`src/rtl/hazard_ctrl_if.sv`:
```
// hazard_ctrl_if -- ID-stage hazard interface.
//   master : decode side, drives the ID instruction fields, flow_change and cond_fail,
//            and receives the stall, kill, bypass, halt and busy outputs.
//   slave  : the hazard_ctrl block.
//   Fields : id_valid, id_re0/1, id_p0/1_addr[AW], id_we, id_dst[AW], id_is_load,
//            id_hlt, flow_change, cond_fail -> stall_if, kill_id,
//            byp0/1_sel[DEPTH], hlt_wb, busy.
interface hazard_ctrl_if #(
  parameter int AW    = 6,
  parameter int DEPTH = 3
);
  logic             id_valid;
  logic             id_re0, id_re1;
  logic [AW-1:0]    id_p0_addr, id_p1_addr;
  logic             id_we;
  logic [AW-1:0]    id_dst;
  logic             id_is_load;
  logic             id_hlt;
  logic             flow_change;
  logic             cond_fail;
  logic             stall_if;
  logic             kill_id;
  logic [DEPTH-1:0] byp0_sel, byp1_sel;
  logic             hlt_wb;
  logic             busy;

  modport master (
    output id_valid, id_re0, id_re1, id_p0_addr, id_p1_addr, id_we, id_dst,
           id_is_load, id_hlt, flow_change, cond_fail,
    input  stall_if, kill_id, byp0_sel, byp1_sel, hlt_wb, busy
  );
  modport slave (
    input  id_valid, id_re0, id_re1, id_p0_addr, id_p1_addr, id_we, id_dst,
           id_is_load, id_hlt, flow_change, cond_fail,
    output stall_if, kill_id, byp0_sel, byp1_sel, hlt_wb, busy
  );
endinterface

```
`src/rtl/hazard_ctrl.sv`:
```
// hazard_ctrl -- pipeline hazard controller: RAW scoreboard, load-use stall,
// bypass select, flow-change flush and halt tracking.
//   clk, rst_n : clock, asynchronous active-low reset
//   hz (slave) : ID instruction fields in; stall_if, kill_id, byp0/1_sel,
//                hlt_wb and busy out (see hazard_ctrl_if).
// Build option: define CISCV_HAZ_BYPASS_EN for bypass plus load-use stall.
// When it is left undefined, the selects are tied to zero and any RAW match
// against an in-flight entry interlocks.
module hazard_ctrl #(
  parameter int AW        = 6,
  parameter int DEPTH     = 3,
  parameter int LOAD_LAT  = 1,
  parameter int FLUSH_CYC = 2
) (
  input  logic         clk,
  input  logic         rst_n,
  hazard_ctrl_if.slave hz
);
  localparam int CW = 3;

  typedef struct packed {
    logic          we;
    logic [AW-1:0] dst;
    logic          is_load;
  } sb_ent_t;

  if (DEPTH < 2 || DEPTH > 8 || LOAD_LAT < 1 || LOAD_LAT > DEPTH-1 ||
      FLUSH_CYC < 1 || FLUSH_CYC > 4) begin : g_param_err
    $error("hazard_ctrl: illegal parameter combination");
  end

  sb_ent_t [DEPTH-1:0] sb_q;
  logic    [DEPTH-1:0] m0, m1;
  logic    [DEPTH-1:0] hpipe_q;   // bit 0 doubles as the sticky halt
  logic    [CW-1:0]    cnt_q, cnt_d;
  logic                flush_kill, ldu, stall, kill, accept, busy;

  // RAW match of each ID operand against each in-flight entry; R0 never matches.
  always_comb begin
    m0   = '0;
    m1   = '0;
    busy = 1'b0;
    for (int k = 0; k < DEPTH; k++) begin
      m0[k] = sb_q[k].we && (sb_q[k].dst == hz.id_p0_addr) &&
              (hz.id_p0_addr != '0) && hz.id_re0;
      m1[k] = sb_q[k].we && (sb_q[k].dst == hz.id_p1_addr) &&
              (hz.id_p1_addr != '0) && hz.id_re1;
      busy  = busy | sb_q[k].we;
    end
  end

`ifdef CISCV_HAZ_BYPASS_EN
  logic [DEPTH-1:0] y0, y1, byp0_q, byp1_q;
  logic             ld0, ld1;

  // Scan from oldest to youngest so the youngest match wins. A stall is needed
  // only when that youngest producer is a load whose data is not yet bypassable.
  always_comb begin
    y0  = '0;
    y1  = '0;
    ld0 = 1'b0;
    ld1 = 1'b0;
    for (int k = DEPTH-1; k >= 0; k--) begin
      if (m0[k]) begin
        y0    = '0;
        y0[k] = 1'b1;
        ld0   = sb_q[k].is_load && (k < LOAD_LAT);
      end
      if (m1[k]) begin
        y1    = '0;
        y1[k] = 1'b1;
        ld1   = sb_q[k].is_load && (k < LOAD_LAT);
      end
    end
  end

  assign ldu = ld0 | ld1;

  always_ff @(posedge clk or negedge rst_n) begin
    if (!rst_n) begin
      byp0_q <= '0;
      byp1_q <= '0;
    end else begin
      byp0_q <= kill ? '0 : y0;
      byp1_q <= kill ? '0 : y1;
    end
  end

  assign hz.byp0_sel = byp0_q;
  assign hz.byp1_sel = byp1_q;
`else
  logic [DEPTH-1:0] unused_ld;

  always_comb begin
    unused_ld = '0;
    for (int k = 0; k < DEPTH; k++) unused_ld[k] = sb_q[k].is_load;
  end

  assign ldu         = |{m0, m1};
  assign hz.byp0_sel = '0;
  assign hz.byp1_sel = '0;
`endif

  // A flush takes priority over a stall, so the fetch redirect is not held.
  // A halt overrides both.
  assign flush_kill = hz.flow_change | (cnt_q != '0);
  assign stall      = hpipe_q[0] | (ldu & ~flush_kill);
  assign kill       = hpipe_q[0] | flush_kill | ldu;
  assign accept     = hz.id_hlt & hz.id_valid & ~kill;

  always_comb begin
    cnt_d = cnt_q;
    if (hz.flow_change)   cnt_d = CW'(FLUSH_CYC - 1);
    else if (cnt_q != '0) cnt_d = cnt_q - 1'b1;
  end

  always_ff @(posedge clk or negedge rst_n) begin
    if (!rst_n) begin
      sb_q    <= '0;
      cnt_q   <= '0;
      hpipe_q <= '0;
    end else begin
      sb_q[0] <= {hz.id_we & hz.id_valid & ~kill & ~stall, hz.id_dst, hz.id_is_load};
      for (int k = 1; k < DEPTH; k++) sb_q[k] <= sb_q[k-1];
      if (hz.cond_fail) sb_q[1].we <= 1'b0;
      cnt_q   <= cnt_d;
      // Each stage is fed by a stage that never clears, so the halt stays set at every stage.
      hpipe_q <= {hpipe_q[DEPTH-2:0], hpipe_q[0] | accept};
    end
  end

  assign hz.stall_if = stall;
  assign hz.kill_id  = kill;
  assign hz.hlt_wb   = hpipe_q[DEPTH-1];
  assign hz.busy     = busy;
endmodule

```
`src/flat_wrapper.sv`:
```
// flat-port wrapper written by rule: the top's interface ports become plain ports
module hazard_ctrl_flat 
#(
  parameter int AW        = 6,
  parameter int DEPTH     = 3,
  parameter int LOAD_LAT  = 1,
  parameter int FLUSH_CYC = 2
)
  (clk, rst_n, hz_id_valid, hz_id_re0, hz_id_re1, hz_id_p0_addr, hz_id_p1_addr, hz_id_we, hz_id_dst, hz_id_is_load, hz_id_hlt, hz_flow_change, hz_cond_fail, hz_stall_if, hz_kill_id, hz_byp0_sel, hz_byp1_sel, hz_hlt_wb, hz_busy);
  hazard_ctrl_if #(.AW(AW), .DEPTH(DEPTH)) hz_i ();
  input  logic clk;
  input  logic rst_n;
  input wire logic [$bits(hz_i.id_valid)-1:0] hz_id_valid;
  input wire logic [$bits(hz_i.id_re0)-1:0] hz_id_re0;
  input wire logic [$bits(hz_i.id_re1)-1:0] hz_id_re1;
  input wire logic [$bits(hz_i.id_p0_addr)-1:0] hz_id_p0_addr;
  input wire logic [$bits(hz_i.id_p1_addr)-1:0] hz_id_p1_addr;
  input wire logic [$bits(hz_i.id_we)-1:0] hz_id_we;
  input wire logic [$bits(hz_i.id_dst)-1:0] hz_id_dst;
  input wire logic [$bits(hz_i.id_is_load)-1:0] hz_id_is_load;
  input wire logic [$bits(hz_i.id_hlt)-1:0] hz_id_hlt;
  input wire logic [$bits(hz_i.flow_change)-1:0] hz_flow_change;
  input wire logic [$bits(hz_i.cond_fail)-1:0] hz_cond_fail;
  output wire logic [$bits(hz_i.stall_if)-1:0] hz_stall_if;
  output wire logic [$bits(hz_i.kill_id)-1:0] hz_kill_id;
  output wire logic [$bits(hz_i.byp0_sel)-1:0] hz_byp0_sel;
  output wire logic [$bits(hz_i.byp1_sel)-1:0] hz_byp1_sel;
  output wire logic [$bits(hz_i.hlt_wb)-1:0] hz_hlt_wb;
  output wire logic [$bits(hz_i.busy)-1:0] hz_busy;
  assign hz_i.id_valid = hz_id_valid;
  assign hz_i.id_re0 = hz_id_re0;
  assign hz_i.id_re1 = hz_id_re1;
  assign hz_i.id_p0_addr = hz_id_p0_addr;
  assign hz_i.id_p1_addr = hz_id_p1_addr;
  assign hz_i.id_we = hz_id_we;
  assign hz_i.id_dst = hz_id_dst;
  assign hz_i.id_is_load = hz_id_is_load;
  assign hz_i.id_hlt = hz_id_hlt;
  assign hz_i.flow_change = hz_flow_change;
  assign hz_i.cond_fail = hz_cond_fail;
  assign hz_stall_if = hz_i.stall_if;
  assign hz_kill_id = hz_i.kill_id;
  assign hz_byp0_sel = hz_i.byp0_sel;
  assign hz_byp1_sel = hz_i.byp1_sel;
  assign hz_hlt_wb = hz_i.hlt_wb;
  assign hz_busy = hz_i.busy;
  hazard_ctrl #(.AW(AW), .DEPTH(DEPTH), .LOAD_LAT(LOAD_LAT), .FLUSH_CYC(FLUSH_CYC)) u_core (.clk(clk), .rst_n(rst_n), .hz(hz_i));
endmodule
```
`config.mk`:
```
export PLATFORM = sky130hd
export DESIGN_NAME = hazard_ctrl_flat
export DESIGN_NICKNAME = d
export VERILOG_FILES = /design/src/rtl/hazard_ctrl_if.sv /design/src/rtl/hazard_ctrl.sv /design/src/flat_wrapper.sv
export SDC_FILE = /design/constraint.sdc
export NUM_CORES = 1
export LEC_CHECK = 0
export ABC_CLOCK_PERIOD_IN_PS = 3500
export CORE_AREA = 2 2 55 57
export DETAILED_ROUTE_END_ITERATION = 8
export DIE_AREA = 0 0 57 59
export GPL_TIMING_DRIVEN = 1
export PLACE_DENSITY = 0.8
export SETUP_SLACK_MARGIN = 0.02
export SYNTH_ARGS = -nofsm -noshare
export SYNTH_HDL_FRONTEND = slang
export SYNTH_SLANG_ARGS = --single-unit
```
`constraint.sdc`:
```
create_clock -name clk -period 3.5 [get_ports clk]
set_input_delay 0.35 -clock clk [delete_from_list [all_inputs] [get_ports clk]]
set_output_delay 0.35 -clock clk [all_outputs]
set_load 0.02 [all_outputs]
```
# Word-level counts from Yosys, hierarchy flattened
# Index checks and enable logic that the tools add are counted.
totals:
  out_inout_bits: 10
  reg_bits: 27
op_classes:
  muxes: 3
  n_eq_ne: 6
  n_reduce_logical: 23
  addsub: 1
  bitwise: 16
ops:
  columns: ["op", "count"]
  rows:
  - ["$eq 6x6->1", 6]
  - ["$logic_and 1x1->1", 18]
  - ["$reduce_bool 6->1", 2]
  - ["$or 1x1->1", 7]
  - ["$and 1x1->1", 6]
  - ["$mux 3", 2]
  - ["$reduce_or 6->1", 1]
  - ["$not 1->1", 3]
  - ["$reduce_bool 3->1", 1]
  - ["$sub 3x1->3 const B", 1]
  - ["$reduce_bool 2->1", 1]
  - ["$mux 1", 1]

# Longest topological paths before layout
# Gate-level depths: netlist of the first run.
logic_depth:
  word_depth: 9
  mapped_depth: 6
  mapped_depth_nobuf: 6

# Worst setup path before layout of the first run
# OpenSTA, ideal clock, no wires.
synth_timing:
  kind: "input-to-output"
  from: "input port hz_id_p0_addr[0]"
  to: "output port hz_kill_id"
  arrival_time_ns: 1.637
  slack_ns: 1.513
  n_path_buf: 0
  required_ns: 3.150
  path_stages: 4
  cell_sequence: "or4_1 -> o31ai_2 -> o22ai_1 -> or3_1"
synth_between:
  elab_chain_len: 6
  word_cells_on_any_way: 15
synth_lines:
  columns: ["item", "line", "source"]
  rows:
  - ["start: declaration", "flat_wrapper.sv:16", "input wire logic [$bits(hz_i.id_p0_addr)-1:0] hz_id_p0_addr;"]
  - ["$eq 6x6->1", "hazard_ctrl.sv:44", "m0[k] = sb_q[k].we && (sb_q[k].dst == hz.id_p0_addr) &&"]
  - ["$logic_and 1x1->1 (2 in a row)", "hazard_ctrl.sv:44", null]
  - ["$logic_and 1x1->1", "hazard_ctrl.sv:45", "(hz.id_p0_addr != '0) && hz.id_re0;"]
  - ["$reduce_or 6->1 *", "hazard_ctrl.sv:99", "assign ldu = |{m0, m1};"]
  - ["$or 1x1->1 *", "hazard_ctrl.sv:108", "assign kill = hpipe_q[0] | flush_kill | ldu;"]
  - ["end: declaration", "flat_wrapper.sv:25", "output wire logic [$bits(hz_i.kill_id)-1:0] hz_kill_id;"]
# Mark *: on every way between the ends. The rest lies on a longest branch, timed or not.

# Worst setup path after layout of the first run
# Same ends and word-level chain as after synthesis.

==> flow_metrics.py, run 1 <==
metrics = {
    "flow_run": {
        "maxCapViolations": 0,
    },
    "synth": {
        "async_reset_ff_share_pct": 100.0,
        "yosysWarnings": 0,
        "synth_area_per_cell_um2": 11.64,
        "synthFlopType": "dfrtp_1",
        "syn-instance-count": 112,
        "synth-seq-area-share_pct": 51.82,
        "ys_ff_latch": 27,
        "synth_edf_count": 0,
        "synth_cell_types": 23,
        "syn_area_um2": 1304,
    },
    "clocking": {
        "cts_hold_buf": 0,
        "post-cts-setup-buffers": 0,
        "ctsResizeCount": 0,
        "clockBufferDepth": 2,
        "cts.sinks": 27,
        "cts_tree": "yes",
        "path_clk_slew_ns": 0.14,
        "clock_latency_ns": 0.33,
        "root_buffer": "clkbuf_4",
        "h-tree-depth": 1,
        "cts_buffers": 3,
    },
    "setup_path": {
        "crit_required_ns": 3.15,
        "r2r-start": "u_core.sb_q[4]",
        "rrSetupSlack_ns": 1.74,
        "end_kind": "primary output",
        "path_max_fanout": 4,
        "cp-start-kind": "primary input",
        "crit_path_start": "hz_id_p0_addr[0]",
        "worstSetupPathType": "in -> out",
        "critPathArrivalTime_ns": 2.81,
        "r2r_end": "u_core.hpipe_q[0]",
        "critical_path.endpoint": "hz_kill_id",
        "worst_r2r_path_depth": 6,
    },
    "layout": {
        "ff_latch_area_um2": 675.6,
        "final_cell_mix": "clkdlybuf4s50_1 (30), dfrtp_1 (27), xor2_1 (19)",
        "final_common_cell": "clkdlybuf4s50_1",
        "drive_gt1_share_pct": 4.110,
        "nNetsFinal": 177,
        "n_antenna_cell": 0,
        "area_delta_synth_final_pct": 26.68,
        "nFillCells": 251,
        "multi_input_area_um2": 590.6,
    },
    "power_and_ir_drop": {
        "p_leak_uw": 0.0006719,
        "power_uw": 717.8,
        "peakVddDrop_v": 0.0002963,
        "powerDensity_nw_per_um2": 434.6,
    },
    "floorplan": {
        "pin_count": 38,
        "core_um2": 2710,
        "rows": 19,
        "die_h_um": 59,
        "dieArea_um2": 3363,
        "chipWidth_um": 57,
        "initial_core_util_pct": 48.11,
    },
    "drt": {
        "first_pass_iters": 4,
        "antenna_left": 0,
        "first_iter_violations": 22,
        "routed_wl_um": 2638,
        "routedWlPerCell_um": 14.90,
        "vias": 927,
        "viasPerCell": 5.237,
        "drc": 0,
    },
    "placed_design": {
        "place_congestion": 0.9000,
        "dpl.hpwl_um": 2114,
        "portBuffers": 30,
    },
    "sta": {
        "fmax_mhz": 316.8,
        "fin_worst_skew_ns": 0.004906,
        "finalSetupViolCount": 0,
        "rsz0062_at_grt": "no",
        "layout_min_cycle_time_ns": 3.157,
        "period_share_pct": 90.19,
        "worst_hold_slack_ns": 0.3610,
        "hold_viol": 0,
        "finalMaxSlewViolations": 0,
        "tns_ns": 0,
    },
    "min_path": {
        "hold_class": "in -> async",
    },
    "outcome": {
        "outcome": "complete, no violations",
    },
    "global_routing": {
        "grt_pass1_wl_um": 4664,
        "antenna_found_initial": 0,
        "grt-ovfl-total": 0,
        "grt_max_degree": 28,
        "grt_pass1_vias": 1018,
        "grt_use_total_pct": 18.39,
    },
}
-- cells in the mapped netlist, types with 2 or more instances --
library cell / n / area (um2)
nor2_1: 4 / 15.01
buf_4: 6 / 45.04
nand4_1: 6 / 37.54
nor2b_1: 2 / 12.51
inv_1: 3 / 11.26
ha_1: 2 / 25.02
or4_1: 2 / 15.01
nand2b_1: 2 / 12.51
nor4_1: 7 / 43.79
a21oi_1: 2 / 10.01
dfrtp_1: 27 / 675.7
nor3_1: 2 / 10.01
or3_1: 2 / 12.51
xnor2_1: 18 / 157.7
xor2_1: 19 / 166.4
-- registers in the layout (all words and copies together), names as in the netlist --
signal          flops
u_core.sb_q        21
u_core.cnt_q        3
u_core.hpipe_q      3
-- worst max-delay path, stage by stage --
cell	delay [ns]
clkdlybuf4s50_1	0.52
or4_1	0.61
o31ai_2	0.20
o22ai_1	0.19
or3_1	0.39
clkdlybuf4s50_1	0.54
-- logic make-up after synthesis --
logic type	Yosys count	share of synthesized area [%]
compound gates	7	3.936
xor+xnor	37	24.86
fa+ha+maj	2	1.919
buf+inv	9	4.318
flops	27	51.82
other cells	1	0.2876
simple gates	29	12.86
-- layout make-up --
cell class / instances / area share (%)
inverter: 3 / 0.6818
sequential: 27 / 40.91
multi-input combinational: 81 / 35.76
tap: 31 / 2.348
clock buffer: 3 / 1.364
clock inverter: 1 / 0.3030
timing repair buffer: 31 / 18.64
-- routing by layer --
metal	wire (um)	vias up	GRT usage, %
met5	0	-	0
met4	95	0	9.967
met3	143	11	4.148
met2	1281	29	30.71
met1	1117	452	22.25
li1	-	435	-
-- stage by stage --
| stage | cells | util, % | worst slack (ns) | cell area (um2) |
|---|---|---|---|---|
| floorplan | 117 | - | 1.513 | 1323 |
| global placement | 173 | 59.93 | 0.3784 | 1624 |
| detailed placement | 173 | 59.93 | 0.3441 | 1624 |
| CTS | 177 | 60.94 | 0.3440 | 1652 |
| global route | 177 | 60.94 | 0.2031 | 1652 |
| finish | 177 | 60.94 | 0.3434 | 1652 |
-- worst min-delay path by stage --
stage                      start                end  slack [ns]  depth (start not counted)
2_1_floorplan              rst_n    u_core.cnt_q[0]        0.05                          0
3_3_place_gp   u_core.hpipe_q[1]  u_core.hpipe_q[2]        0.34                          0
3_5_place_dp   u_core.hpipe_q[1]  u_core.hpipe_q[2]        0.34                          0
4_1_cts                    rst_n    u_core.sb_q[20]        0.37                          2
5_1_grt        u_core.hpipe_q[1]  u_core.hpipe_q[2]        0.37                          0
6_report                   rst_n    u_core.sb_q[20]        0.36                          2
-- report_power, final --
part	internal (uW)	switching (uW)	total, uW	leakage [uW]
registers	350	28.8	379	0.000320
logic	105	101	206	0.000334
clock network	42.9	89.5	132	0.0000177
total	498	220	718	0.000672
No activity file was read; power rests on OpenSTA's default activity.
==> run 2, diff against run 1 <==
--- a/config.mk
+++ b/config.mk
@@ -10,7 +10,7 @@
 export DETAILED_ROUTE_END_ITERATION = 8
 export DIE_AREA = 0 0 57 59
 export GPL_TIMING_DRIVEN = 1
-export PLACE_DENSITY = 0.8
+export PLACE_DENSITY = 0.84
 export SETUP_SLACK_MARGIN = 0.02
 export SYNTH_ARGS = -nofsm -noshare
 export SYNTH_HDL_FRONTEND = slang
==> flow_metrics.py, run 2 (synthesis gave the netlist of run 1 again) <==
metrics = {
    "sta": {
        "fin_worst_skew_ns": 0.004417,
        "worst_hold_slack_ns": 0.3644,
        "fmax_mhz": 321.8,
        "tns_ns": 0,
        "layout_min_cycle_time_ns": 3.108,
        "finalMaxSlewViolations": 0,
        "finalSetupViolCount": 0,
        "period_share_pct": 88.79,
        "hold_viol": 0,
        "rsz0062_at_grt": "no",
    },
    "clocking": {
        "cts.sinks": 27,
        "cts_hold_buf": 0,
        "h-tree-depth": 1,
        "root_buffer": "clkbuf_4",
        "ctsResizeCount": 0,
        "clockBufferDepth": 2,
        "cts_tree": "yes",
        "cts_buffers": 3,
        "clock_latency_ns": 0.32,
        "path_clk_slew_ns": 0.14,
        "post-cts-setup-buffers": 0,
    },
    "layout": {
        "final_common_cell": "clkdlybuf4s50_1",
        "drive_gt1_share_pct": 4.110,
        "ff_latch_area_um2": 675.6,
        "top_regs": "u_core.sb_q x21, u_core.cnt_q x3, u_core.hpipe_q x3",
        "n_antenna_cell": 0,
        "largest_reg_flops": 21,
        "nFillCells": 232,
        "final_cell_mix": "clkdlybuf4s50_1 (30), dfrtp_1 (27), xor2_1 (19)",
        "regMostFlops": "u_core.sb_q",
        "area_delta_synth_final_pct": 26.68,
        "multi_input_area_um2": 590.6,
        "nNetsFinal": 177,
    },
    "drt": {
        "vias": 926,
        "routedWlPerCell_um": 15.31,
        "viasPerCell": 5.232,
        "first_pass_iters": 3,
        "antenna_left": 0,
        "drc": 0,
        "first_iter_violations": 8,
        "routed_wl_um": 2709,
    },
    "power_and_ir_drop": {
        "combPwrFrac_pct": 29.3,
        "peakVddDrop_v": 0.0003547,
        "powerDensity_nw_per_um2": 435.9,
        "p_leak_uw": 0.0006719,
        "p_int_uw": 499.1,
        "p_switching_uw": 220.8,
        "seqPwrFrac_pct": 52.6,
        "p_clk_share_pct": 18.1,
        "switching_share_pct": 30.67,
    },
    "placed_design": {
        "dpl.hpwl_um": 2128,
        "place_congestion": 0.9282,
        "portBuffers": 30,
    },
    "setup_path": {
        "worst_r2r_path_depth": 6,
        "cp.depth": 6,
        "crit_buf_inv": 2,
        "path_max_fanout": 4,
        "crit_chain": "clkdlybuf4s50_1 -> or4_1 -> o31ai_1 -> o22ai_1 -> or3_1 -> clkdlybuf4s50_1",
        "worstSetupPathType": "in -> out",
        "crit_required_ns": 3.15,
        "crit_path_top_delay_cell": "or4_1",
        "path_common_cell": "clkdlybuf4s50_1",
        "slowest_delay_ns": 0.56,
        "path_delay_family": "buffers and inverters",
        "cp-start-kind": "primary input",
        "critPathArrivalTime_ns": 2.76,
        "end_kind": "primary output",
    },
    "global_routing": {
        "grt_max_degree": 28,
        "grt_pass1_vias": 1029,
        "grt-ovfl-total": 0,
        "grt_pass1_wl_um": 4678,
        "grt_use_total_pct": 18.28,
        "antenna_found_initial": 0,
    },
    "floorplan": {
        "rows": 19,
        "dieArea_um2": 3363,
        "chipWidth_um": 57,
        "initial_core_util_pct": 48.11,
        "core_um2": 2710,
        "pin_count": 38,
        "die_h_um": 59,
    },
    "min_path": {
        "hold_class": "reg -> reg",
        "hold_path_depth": 0,
    },
    "flow_run": {
        "maxCapViolations": 0,
    },
    "outcome": {
        "outcome": "complete, no violations",
    },
}
run 2: cell counts in the layout (fill, tap and decap cells not counted):
Identical to the previous run, type by type.
run 2: metal layers:
layer	share of wire, %	global-route usage, %	up-vias	routed length [um]
met5	0	0	-	0
met4	1.7	8.306	0	46
met3	6.1	5.240	6	164
met2	50	30.38	35	1341
met1	43	22.24	448	1155
li1	-	-	437	-
run 2: final timing paths:
path / slack, ns / endpoint / start
setup / recovery: 0.39 / hz_kill_id / hz_id_p1_addr[0]
hold / removal: 0.36 / u_core.hpipe_q[2] / u_core.hpipe_q[1]
setup reg to reg: 1.87 / u_core.hpipe_q[0] / u_core.sb_q[5]
hold reg to reg: 0.36 / u_core.hpipe_q[2] / u_core.hpipe_q[1]
max in group asynchronous: 2.87 / u_core.sb_q[17] / rst_n
min in group asynchronous: 0.39 / u_core.sb_q[19] / rst_n
run 2: power groups by stage:
| stage | combinational (uW) | sequential [uW] | clock (uW) |
|---|---|---|---|
| final | 211 | 378 | 130 |
| after global routing | 231 | 385 | 151 |
| after CTS | 213 | 379 | 137 |
| after detailed placement | 211 | 385 | 0 |
| after global placement | 202 | 383 | 0 |
| after floorplan | 117 | 385 | 0 |
run 2: stage by stage:
| step | instance area, um2 | power, uW | setup slack [ns] | util, % | cells |
|---|---|---|---|---|---|
| 2_1_floorplan | 1323 | 502.1 | 1.513 | - | 117 |
| 3_3_place_gp | 1624 | 585.1 | 0.4081 | 59.93 | 173 |
| 3_5_place_dp | 1624 | 596.1 | 0.4111 | 59.93 | 173 |
| 4_1_cts | 1652 | 729.3 | 0.3877 | 60.94 | 177 |
| 5_1_grt | 1652 | 767.6 | 0.2259 | 60.94 | 177 |
| 6_report | 1652 | 719.9 | 0.3923 | 60.94 | 177 |
run 2: area by class of cell:
class,instances,share of cell area [%]
sequential,27,40.91
clock inverter,1,0.3030
clock buffer,3,1.364
multi-input combinational,81,35.76
timing repair buffer,31,18.64
tap,31,2.348
inverter,3,0.6818
